[src/rtl/hp_detect_if.sv]
// rtl/hp_detect_if.sv - audio input and measured half-period outputs of hp_detect
interface hp_detect_if;
  logic       audio_in;
  logic [6:0] hp;
  logic       hp_valid;
  logic       hp_update;
  logic       tone_present;

  modport master (
    output audio_in,
    input  hp,
    input  hp_valid,
    input  hp_update,
    input  tone_present
  );

  modport slave (
    input  audio_in,
    output hp,
    output hp_valid,
    output hp_update,
    output tone_present
  );
endinterface

[src/rtl/hp_detect.sv]
// rtl/hp_detect.sv - square-wave half-period detector with lock and timeout
module hp_detect #(
  parameter int SYNC_STAGES = 2,
  parameter int LOCK_COUNT  = 2,
  parameter int TOL         = 0
) (
  input  logic        synth_clk,
  input  logic        rst,
  hp_detect_if.slave  bus
);

  typedef enum logic [1:0] {IDLE, ACQ, LOCK} state_t;

  localparam logic [2:0] LOCK_CNT = 3'(LOCK_COUNT);
  localparam logic [7:0] TOL_8    = 8'(TOL);

  state_t     state;
  logic [6:0] cnt;
  logic [6:0] cand;
  logic [2:0] match_cnt;
  logic       prev;
  logic [6:0] hp_q;
  logic       hp_valid_q;
  logic       hp_update_q;
  logic       tone_present_q;

  logic       s;
  logic       tone_edge;
  logic       timeout;
  logic [7:0] d_cand;
  logic [7:0] d_hp;
  logic [2:0] match_new;

  // Differences are taken at 8 bits so 1-127 never wraps.
  function automatic logic [7:0] absdiff(input logic [6:0] a, input logic [6:0] b);
    logic [7:0] d;
    d = {1'b0, a} - {1'b0, b};
    return d[7] ? (8'd0 - d) : d;
  endfunction

  generate
    if (SYNC_STAGES == 0) begin : g_nosync
      assign s = bus.audio_in;
    end else begin : g_sync
      logic [SYNC_STAGES-1:0] sync_q;
      always_ff @(posedge synth_clk) begin
        if (rst) sync_q <= '0;
        else     sync_q <= {sync_q[SYNC_STAGES-2:0], bus.audio_in};
      end
      assign s = sync_q[SYNC_STAGES-1];
    end
  endgenerate

  assign tone_edge = (s != prev);
  assign timeout   = (cnt == 7'd127) && !tone_edge;
  assign d_cand    = absdiff(cnt, cand);
  assign d_hp      = absdiff(cnt, hp_q);
  assign match_new = ((match_cnt == 3'd0) || (d_cand > TOL_8)) ? 3'd1 : match_cnt + 3'd1;

  always_ff @(posedge synth_clk) begin
    if (rst) begin
      state          <= IDLE;
      cnt            <= '0;
      cand           <= '0;
      match_cnt      <= '0;
      prev           <= 1'b0;
      hp_q           <= '0;
      hp_valid_q     <= 1'b0;
      hp_update_q    <= 1'b0;
      tone_present_q <= 1'b0;
    end else begin
      prev        <= s;
      hp_update_q <= 1'b0;

      if (tone_edge)                          cnt <= 7'd1;
      else if (state == IDLE || timeout)      cnt <= 7'd0;
      else if (cnt != 7'd127)                 cnt <= cnt + 7'd1;

      case (state)
        IDLE: begin
          // The first edge only starts the interval counter.
          if (tone_edge) begin
            state          <= ACQ;
            tone_present_q <= 1'b1;
          end
        end
        ACQ: begin
          if (tone_edge) begin
            cand      <= cnt;
            match_cnt <= match_new;
            if (match_new == LOCK_CNT) begin
              state       <= LOCK;
              hp_q        <= cnt;
              hp_valid_q  <= 1'b1;
              hp_update_q <= 1'b1;
            end
          end
        end
        LOCK: begin
          if (tone_edge) begin
            if (d_hp <= TOL_8) begin
              hp_q        <= cnt;
              hp_update_q <= (cnt != hp_q);
            end else begin
              state      <= ACQ;
              hp_q       <= '0;
              hp_valid_q <= 1'b0;
              cand       <= cnt;
              match_cnt  <= 3'd1;
            end
          end
        end
        default: state <= IDLE;
      endcase

      // A timeout never coincides with an edge, so it cleanly overrides the case above.
      if (timeout) begin
        state          <= IDLE;
        hp_q           <= '0;
        hp_valid_q     <= 1'b0;
        tone_present_q <= 1'b0;
        match_cnt      <= '0;
        cand           <= '0;
      end
    end
  end

  assign bus.hp           = hp_q;
  assign bus.hp_valid     = hp_valid_q;
  assign bus.hp_update    = hp_update_q;
  assign bus.tone_present = tone_present_q;

endmodule

[src/flat_wrapper.sv]
// flat-port wrapper written by rule: the top's interface ports become plain ports
module hp_detect_flat 
#(
  parameter int SYNC_STAGES = 2,
  parameter int LOCK_COUNT  = 2,
  parameter int TOL         = 0
)
  (synth_clk, rst, bus_audio_in, bus_hp, bus_hp_valid, bus_hp_update, bus_tone_present);
  hp_detect_if bus_i ();
  input  logic synth_clk;
  input  logic rst;
  input wire logic [$bits(bus_i.audio_in)-1:0] bus_audio_in;
  output wire logic [$bits(bus_i.hp)-1:0] bus_hp;
  output wire logic [$bits(bus_i.hp_valid)-1:0] bus_hp_valid;
  output wire logic [$bits(bus_i.hp_update)-1:0] bus_hp_update;
  output wire logic [$bits(bus_i.tone_present)-1:0] bus_tone_present;
  assign bus_i.audio_in = bus_audio_in;
  assign bus_hp = bus_i.hp;
  assign bus_hp_valid = bus_i.hp_valid;
  assign bus_hp_update = bus_i.hp_update;
  assign bus_tone_present = bus_i.tone_present;
  hp_detect #(.SYNC_STAGES(SYNC_STAGES), .LOCK_COUNT(LOCK_COUNT), .TOL(TOL)) u_core (.synth_clk(synth_clk), .rst(rst), .bus(bus_i));
endmodule
[config.mk]
export PLATFORM = sky130hd
export DESIGN_NAME = hp_detect_flat
export DESIGN_NICKNAME = d
export VERILOG_FILES = /design/src/rtl/hp_detect_if.sv /design/src/rtl/hp_detect.sv /design/src/flat_wrapper.sv
export SDC_FILE = /design/constraint.sdc
export NUM_CORES = 1
export LEC_CHECK = 0
export ABC_CLOCK_PERIOD_IN_PS = 2800
export CAP_MARGIN = 20
export CORE_ASPECT_RATIO = 0.7
export CORE_MARGIN = 10
export CORE_UTILIZATION = 40
export DETAILED_ROUTE_END_ITERATION = 8
export SYNTH_ARGS = -nofsm -noshare
export SYNTH_HDL_FRONTEND = slang
export SYNTH_SLANG_ARGS = --single-unit
[constraint.sdc]
create_clock -name synth_clk -period 2.8 [get_ports synth_clk]
set_clock_uncertainty 0.05 [all_clocks]
set_input_delay 0.84 -clock synth_clk [delete_from_list [all_inputs] [get_ports synth_clk]]
set_output_delay 0.84 -clock synth_clk [all_outputs]
set_load 0.01 [all_outputs]
# ---- After elaboration in Yosys (flattened, before gate mapping)
# Cells that the tools add are included.
# Widths: inputs -> output; s select.
dict set report op_classes {
  n_lt_le_gt_ge 2
  addsub 6
  n_reduce_logical 15
  n_mux 35
  eq_ne 12
}
# op count
set ops {}
lappend ops {{$mux 7} 7}
lappend ops {{$pmux 7 s2} 2}
lappend ops {{$mux 8} 2}
lappend ops {{$sub 1x8->8 const A} 2}
lappend ops {{$sub 7x7->8} 2}
lappend ops {{$mux 3} 4}
lappend ops {{$mux 1} 11}
lappend ops {{$mux 2} 5}
lappend ops {{$reduce_and 5->1} 2}
lappend ops {{$gt 8x1->1 const B} 1}
lappend ops {{$le 8x1->1 const B} 1}
lappend ops {{$ne 2x1->1 const B} 4}
lappend ops {{$reduce_and 4->1} 2}
lappend ops {{$add 7x1->7 const B} 1}
lappend ops {{$eq 7x7->1 const B} 1}
lappend ops {{$ne 7x7->1} 1}
lappend ops {{$ne 7x7->1 const B} 1}
lappend ops {{$pmux 2 s3} 1}
lappend ops {{$pmux 3 s2} 1}
lappend ops {{$pmux 1 s2} 2}
lappend ops {{$add 3x1->3 const B} 1}
lappend ops {{$eq 3x2->1 const B} 1}
lappend ops {{$logic_not 3->1} 1}
lappend ops {{$reduce_bool 3->1} 1}
lappend ops {{other kinds (12)} 13}
dict set report word_totals {
  register_bits 32
  inputBits 3
  out_inout_bits 10
}

# ---- Depth between registers and ports, before layout
# Gate-level depths: netlist of run 1.
dict set report logic_depth {
  ltp_word 10
  depth_mapped 12
}

# ---- Least setup slack after synthesis of run 1
# No wires, ideal clock.
dict set report synth_timing {
  path_kind {register to register}
  from {reg u_core.cnt[0]}
  to {reg u_core.hp_q[0] (netlist: u_core.bus.hp[0])}
  path_buffers 0
  setup_ns 0.072
  stages_incl_launch_ff 12
  path_slack_ns -0.110
  arrival_ns 2.788
  cell_sequence {dfxtp_1 inv_1 ha_1 fa_1 nand2b_1 a21oi_1 xor2_1 a311oi_1 a211oi_1 o21ai_0 o31ai_4 mux2i_1}
}
dict set report synth_between {
  elab_chain_cells 9
  elab_cells_between_ends 21
}
# item line
set synth_lines {}
lappend synth_lines {{start, declared} hp_detect.sv:18} ;# logic [6:0] cnt;
lappend synth_lines {{start signal, assigned} hp_detect.sv:77} ;# else if (cnt != 7'd127) cnt <= cnt + 7'd1;
lappend synth_lines {{$sub 7x7->8} hp_detect.sv:37} ;# d = {1'b0, a} - {1'b0, b};
lappend synth_lines {{$sub 1x8->8} hp_detect.sv:38} ;# return d[7] ? (8'd0 - d) : d;
lappend synth_lines {{$mux 8} hp_detect.sv:38}
lappend synth_lines {{$gt 8x1->1} hp_detect.sv:58} ;# assign match_new = ((match_cnt == 3'd0) || (d_cand > TOL_8)) ? 3'd1 : match_cnt + 3'd1;
lappend synth_lines {{$logic_or 1x1->1} hp_detect.sv:58}
lappend synth_lines {{$mux 3} hp_detect.sv:58}
lappend synth_lines {{$eq 3x2->1} hp_detect.sv:91} ;# if (match_new == LOCK_CNT) begin
lappend synth_lines {{$ne 2x1->1 (no line)} --}
lappend synth_lines {{$reduce_and 4->1 (no line)} --}
lappend synth_lines {{end signal, assigned} hp_detect.sv:93} ;# hp_q <= cnt;
lappend synth_lines {{end signal, assigned} hp_detect.sv:102} ;# hp_q <= cnt;
lappend synth_lines {{end, declared} hp_detect.sv:22} ;# logic [6:0] hp_q;
# Parallel ways exist; a longest one is shown, timed or not. The select of a mux whose other input is x is not followed.
# A chain may end at the register's enable or synchronous reset.

# ---- Worst setup path after layout of run 1
dict set report layout_timing {
  from {reg u_core.cnt[0]}
  to {reg u_core.hp_update_q (netlist: u_core.bus.hp_update)}
}
dict set report layout_between {
  elab_chain_cells 10
  elab_cells_between_ends 17
}
# item line
set layout_lines {}
lappend layout_lines {{$sub 7x7->8} hp_detect.sv:37}
lappend layout_lines {{$sub 1x8->8} hp_detect.sv:38}
lappend layout_lines {{$mux 8} hp_detect.sv:38}
lappend layout_lines {{$gt 8x1->1} hp_detect.sv:58}
lappend layout_lines {{$logic_or 1x1->1} hp_detect.sv:58}
lappend layout_lines {{$mux 3} hp_detect.sv:58}
lappend layout_lines {{$eq 3x2->1} hp_detect.sv:91}
lappend layout_lines {{$mux 1} hp_detect.sv:91}
lappend layout_lines {{$mux 1} hp_detect.sv:88} ;# if (tone_edge) begin
lappend layout_lines {{$pmux 1 s2 (*)} hp_detect.sv:79} ;# case (state)
lappend layout_lines {{end signal, assigned} hp_detect.sv:103} ;# hp_update_q <= (cnt != hp_q);
lappend layout_lines {{end, declared} hp_detect.sv:24} ;# logic hp_update_q;
# Mark *: on every way between the ends. The rest lies on a longest branch, timed or not.

==> out/metrics.yaml, run 1 <==
yosys:
  synth_area_um2: 2330
  yosysUniqueCellTypes: 57
  yosys-top-cells-area: "dfxtp_1, ha_1, mux2i_1, nor2_1, inv_1"
  synthXorXnorAreaFrac_pct: 4.14
  yosys_warnings: 0
  synthesis.instances: 284
  synth_compound_area_share_pct: 22.0
  synth_edf_count: 0
  muxShareOfSynthArea_pct: 6.44
  yosys.area.top_type: "dfxtp_1"
  yosysTopAreaCellShare_pct: 27.5
  yosys.area_share.simple_pct: 22.2
  async_flop_share_pct: 0
  syn_area_per_cell_um2: 8.20
  synth_seq_cells: 32
  synth-seq-area-share_pct: 27.5
  synth-main-ff-cell: "dfxtp_1"
  synth_top_family_by_area: "simple AND/OR/NAND/NOR gates"
  synthAdderAreaFrac_pct: 12.5
  synth_nets: 309
grt:
  grt_usage_pct: 13.1
  grt_max_degree: 15
  antenna_found_initial: 0
  grt_pass1_vias: 2120
  grt_pass1_wl_um: 10500
  overflow: 0
power_and_ir_drop:
  internal_power_mw: 0.870
  power_mw: 1.22
  clock_power_share_pct: 36.8
  pwr-share-comb_pct: 24.3
  ir_drop_mv: 0.312
  p_seq_share_pct: 39.0
  p_leak_nw: 1.34
  p_switching_mw: 0.353
  p_per_area_nw_per_um2: 364
  p_sw_share_pct: 28.8
drt:
  wl_per_cell_um: 15.1
  drt_iter0_drc: 140
  drcViolationCount: 0
  wl_um: 6330
  drt_first_pass_iters: 4
  vias_per_cell: 5.52
  vias: 2311
  drtAntennaViolNets: 0
final_layout:
  final_cell_mix: "buf_4, nor2_1, inv_1, dfxtp_1, nand3_1"
  nets: 368
  final_cell_area_um2: 3360
  layout-drive-gt1-share_pct: 34.3
  final_cell_count_no_fill: 419
  layout_commonest_cell: "buf_4"
  num_antenna_cells: 0
  area_growth_pct: 44.1
  nFillCells: 507
clocking:
  h-tree-depth: 2
  cts_tree: "built"
  insertion_delay_ns: 0.29
  cts_sinks: 32
  path_clk_slew_ns: 0.07
  cts_buffers: 5
  clockRootBuffer: "clkbuf_8"
  cts_buffer_depth: 2
timing:
  rsz0062_at_grt: "yes"
  worst_slack_ns: -0.00488
  finalHoldViolCount: 0
  final-setup-viol-count: 1
  finalCriticalPeriod_ns: 2.80
  tightest_slew_ns: 0.603
  finalMaxSlewViolations: 0
  relSlewSlack_pct: 59.7
  period_share_pct: 100
  max_freq_mhz: 357
placement:
  placedInstanceArea_um2: 2860
  gp_congestion: 0.889
  dp_cells: 403
  port_buffers: 12
  dpl.hpwl_um: 4730
  pre_cts_ws_ns: -0.336
setup_path:
  critPathMaxFanout: 4
  worstSetupStartpointType: "flop"
  worst_path_most_repeated_cell: "a211oi_4"
  end_kind: "flop"
  startpoint: "u_core.cnt[0]$_SDFFE_PP0P_"
  arrival_ns: 2.95
  worstPathCellList: "inv_2, ha_2, fa_2, nand2b_4, a21oi_4, xor2_4, a311oi_4, a211oi_4, o211ai_1, or2_2, a211oi_4"
  crit_type: "flop to flop"
  r2r_start: "u_core.cnt[0]$_SDFFE_PP0P_"
  cp_slowest_cell: "fa_2"
  worst_path_largest_cell_delay_ns: 0.39
  cp.required_ns: 2.95
die:
  pin_count: 13
  fp.dieW_um: 111
  start_util_pct: 40.9
  fp.dieH_um: 83.9
  core_um2: 5700
  dieArea_um2: 9330
  rows: 23
worst_hold_path:
  hold_path.class: "flop to flop"
  hp-start: "u_core.g_sync.sync_q[0]$_SDFF_PP0_"
run:
  cap_violations: 0
status:
  status: "complete, but fails checks"
  failed_checks: "negative setup slack"
==> critical path, delay by kind of cell, from the launching register on <==
| kind | cells | cell delay (ns) |
|---|---|---|
| xor gates and xnor gates | 1 | 0.23 |
| adders and majority gates | 2 | 0.57 |
| buffers and inverters | 1 | 0.04 |
| and+or+nand+nor | 2 | 0.52 |
| DFF | 1 | 0.33 |
| AOI/OAI and AO/OA | 5 | 0.97 |
==> per-stage QoR <==
stage	hold WS [ns]	util (%)	TNS (ns)
2_1_floorplan	0.364	-	0
3_3_place_gp	0.395	50.1	-1.72
3_5_place_dp	0.380	50.1	-2.00
4_1_cts	0.400	55.8	0
5_1_grt	0.417	58.9	-1.65
6_report	0.398	58.9	-0.00488
==> power groups by stage <==
stage | logic, mW | clock network (mW) | registers [mW]
final | 0.297 | 0.449 | 0.476
after global routing | 0.325 | 0.481 | 0.477
after CTS | 0.262 | 0.458 | 0.476
after detailed placement | 0.244 | 0 | 0.486
after global placement | 0.244 | 0 | 0.486
after floorplan | 0.156 | 0 | 0.489
==> timing repair <==
item,4_1_cts,5_1_grt
setup buffers,6,2
setup endpoints to repair,20,21
resized for setup,34,35
pin swaps,21,15
hold buffers,0,0
==> logic make-up (layout without fill, tap and decap cells) <==
family / Yosys count / after routing
muxes: 15 / 15
xor gates and xnor gates: 11 / 11
AOI/OAI and AO/OA: 70 / 70
DFF: 32 / 32
buffers and inverters: 32 / 92
and+or+nand+nor: 102 / 102
adders and majority gates: 22 / 22
==> synth_stat cells (all sizes together) (4+ instances only) <==
master  number
dfxtp       32
nand2b       5
ha          20
o21ai       11
or2          4
a21oi       14
xnor2        4
a211oi       5
o211ai       5
nor3         4
or3          6
nand3       17
nor2b        4
clkbuf       5
xor2         7
nand4        6
inv         26
nand2       14
mux2i       15
nor2        29
==> metal layers <==
metal | global-route usage [%] | vias up | part of all wire, %
li1 | - | 1163 | -
met1 | 18.6 | 1086 | 50
met2 | 19.3 | 57 | 44
met3 | 3.52 | 5 | 5.8
met4 | 2.21 | 0 | 0.39
met5 | 0 | - | 0
==> registers in the layout (all words and copies together) (netlist names), 2 cells and up <==
name,cells
u_core.g_sync.sync_q,2
u_core.state,2
u_core.cand,7
u_core.bus.hp,7
u_core.match_cnt,3
u_core.cnt,7
==> cell type report <==
class	instances	area (um^2)	share of cell area (%)
clock inverter	3	42.5	1.27
clock buffer	5	68.8	2.05
multi-input combinational	220	1910	57.0
inverter	26	97.6	2.91
sequential	32	652	19.4
timing repair buffer	58	489	14.6
tap	75	93.8	2.79
==> worst paths after layout <==
| kind | slack (ns) | cells after the start | to |
|---|---|---|---|
| worst min register to register | 0.40 | 1 | u_core.g_sync.sync_q[1]$_SDFF_PP0_ |
| worst max-delay path | -0.005 | 11 | u_core.bus.hp_update$_SDFF_PP0_ |
| worst max register to register | -0.005 | 11 | u_core.bus.hp_update$_SDFF_PP0_ |
| worst min-delay path | 0.40 | 1 | u_core.g_sync.sync_q[1]$_SDFF_PP0_ |
Note: power is estimated with default switching activity, not from simulation.
==> run 2, diff against run 1 <==
- CELL_PAD_IN_SITES_DETAIL_PLACEMENT: unset -> 0
- CELL_PAD_IN_SITES_GLOBAL_PLACEMENT: unset -> 2
- CORE_MARGIN: 10 -> unset
- CORE_UTILIZATION: 40 -> 33
- PLACE_DENSITY_LB_ADDON: unset -> 0.1
==> out/metrics.yaml, run 2 (synthesis gave the netlist of run 1 again) <==
status:
  status: "complete, but fails checks"
  failed_checks: "negative setup slack"
final_layout:
  nFillCells: 671  # +32%
  layout-drive-gt1-share_pct: 34.7  # +0.36 points
  multi_input_area_um2: 1960  # +2.4%
  register_area_um2: 652  # unchanged
  layout_commonest_cell: "buf_4"
  final_cell_mix: "buf_4, nor2_1, dfxtp_1"
  num_antenna_cells: 0  # unchanged
  final_cell_area_um2: 3490  # +3.9%
  final_cell_count_no_fill: 446  # +6.4%
  post-route-util_pct: 51.4  # -7.5 points
  nets: 376  # +2.2%
  area_growth_pct: 49.8
drt:
  drt_iter0_drc: 95  # -32%
  m1WireLength_um: 3730  # +18%
  wl_um: 6990  # +10%
  vias: 2318  # +0.30%
  wl_per_cell_um: 15.7  # +3.6%
  drcViolationCount: 0  # unchanged
  vias_per_cell: 5.20  # -5.8%
  drtAntennaViolNets: 0  # unchanged
  drt_first_pass_iters: 4  # unchanged
  routed-wl-met3_um: 251  # -32%
  top_layer_used: "met4"
  routed-wl-met2_um: 2940  # +6.5%
power_and_ir_drop:
  power_mw: 1.25  # +2.2%
  p_leak_nw: 1.39  # +3.8%
  p_per_area_nw_per_um2: 358  # -1.7%
  ir_drop_mv: 0.183  # -41%
clocking:
  cts_buffers: 5  # unchanged
  h-tree-depth: 2  # unchanged
  cts_sinks: 32  # unchanged
  cts_tree: "built"
  clockRootBuffer: "clkbuf_8"
  cts_buffer_depth: 2  # unchanged
  path_clk_slew_ns: 0.07  # about the same
  insertion_delay_ns: 0.30  # about the same
grt:
  antenna_found_initial: 0  # unchanged
  grt_pass1_vias: 2179  # +2.8%
  grt_pass1_wl_um: 11000  # +4.8%
  grt_max_degree: 17  # +2
  grt_usage_pct: 19.7  # +6.6 points
  overflow: 0  # unchanged
die:
  fp.dieW_um: 102  # -7.9%
  core_um2: 6790  # +19%
  fp.dieH_um: 72.3  # -14%
  rows: 25  # +8.7%
  pin_count: 13  # unchanged
  dieArea_um2: 7410  # -21%
  start_util_pct: 34.3  # -6.6 points
worst_hold_path:
  hold_path.class: "flop to flop"
setup_path:
  critPathMaxFanout: 5  # +1
  worstSetupStartpointType: "flop"
  arrival_ns: 3.00  # +0.05 ns
  end_kind: "flop"
  crit_type: "flop to flop"
  cp.required_ns: 2.93  # -0.02 ns
timing:
  finalHoldViolCount: 0  # unchanged
  max_freq_mhz: 348  # -2.4%
  timing.hold.ws_ns: 0.401  # +0.00327 ns
  worst_slack_ns: -0.0736  # -0.0687 ns
  finalCriticalPeriod_ns: 2.87  # +0.0687 ns
  tns_ns: -0.0974  # -0.0925 ns
  relSlewSlack_pct: 47.7  # -12 points
  period_share_pct: 103  # +2.5 points
  finalMaxSlewViolations: 0  # unchanged
  rsz0062_at_grt: "yes"
  tightest_slew_ns: 0.782  # +0.179 ns
  final-setup-viol-count: 3  # +2
placement:
  dpl.hpwl_um: 5070  # +7.1%
  dp_cells: 432  # +7.2%
  placedInstanceArea_um2: 2950  # +3.5%
  gp_congestion: 0.862  # -3.1%
  port_buffers: 12  # unchanged
  pre_cts_ws_ns: -0.246  # +0.0900 ns
run:
  cap_violations: 0  # unchanged
==> run 2: report_power, final <==
part	total [mW]	switching, mW	internal [mW]
registers	0.476	0.00889	0.467
clock network	0.462	0.199	0.263
logic	0.311	0.165	0.146
==> run 2: cell type report <==
type                    instances  share of cell area, %
inverters                      26                   2.87
repair buffers                 66                   15.7
flip-flops and latches         32                   18.7
multi-input cells             220                   56.2
clock buffers                   5                   1.97
well taps                      94                   3.37
clock inverters                 3                   1.22
==> run 2: layer usage <==
metal	up-vias	GRT usage [%]
met5	-	0
met3	9	4.62
met4	0	4.29
met1	1097	28.6
met2	38	29.6
li1	1174	-
==> run 2: timing repair <==
action	in CTS	in global routing
buffers inserted	4	2
cloned	0	1
endpoints found under the setup margin	21	21
pin swaps	23	11
hold buffers	0	0
gates resized for setup	41	33
==> run 2: worst max-delay path, cell delays in order, from the launching register on <==
cell and delay (ns):
dfxtp_4 0.36, ha_4 0.25, and2_4 0.17, a221o_1 0.33, or3_4 0.43, a311oi_4 0.27
a211oi_4 0.12, o211ai_1 0.39, buf_4 0.19, a2bb2oi_2 0.13, nor2_1 0.05
==> run 2: final timing paths <==
path,slack [ns],from,to,cells after the start
max,-0.07,u_core.cnt[4]$_SDFFE_PP0P_,u_core.match_cnt[1]$_SDFFE_PP0P_,10
min,0.40,u_core.g_sync.sync_q[0]$_SDFF_PP0_,u_core.g_sync.sync_q[1]$_SDFF_PP0_,1
max reg2reg,-0.07,u_core.cnt[4]$_SDFFE_PP0P_,u_core.match_cnt[1]$_SDFFE_PP0P_,10
min reg2reg,0.40,u_core.g_sync.sync_q[0]$_SDFF_PP0_,u_core.g_sync.sync_q[1]$_SDFF_PP0_,1
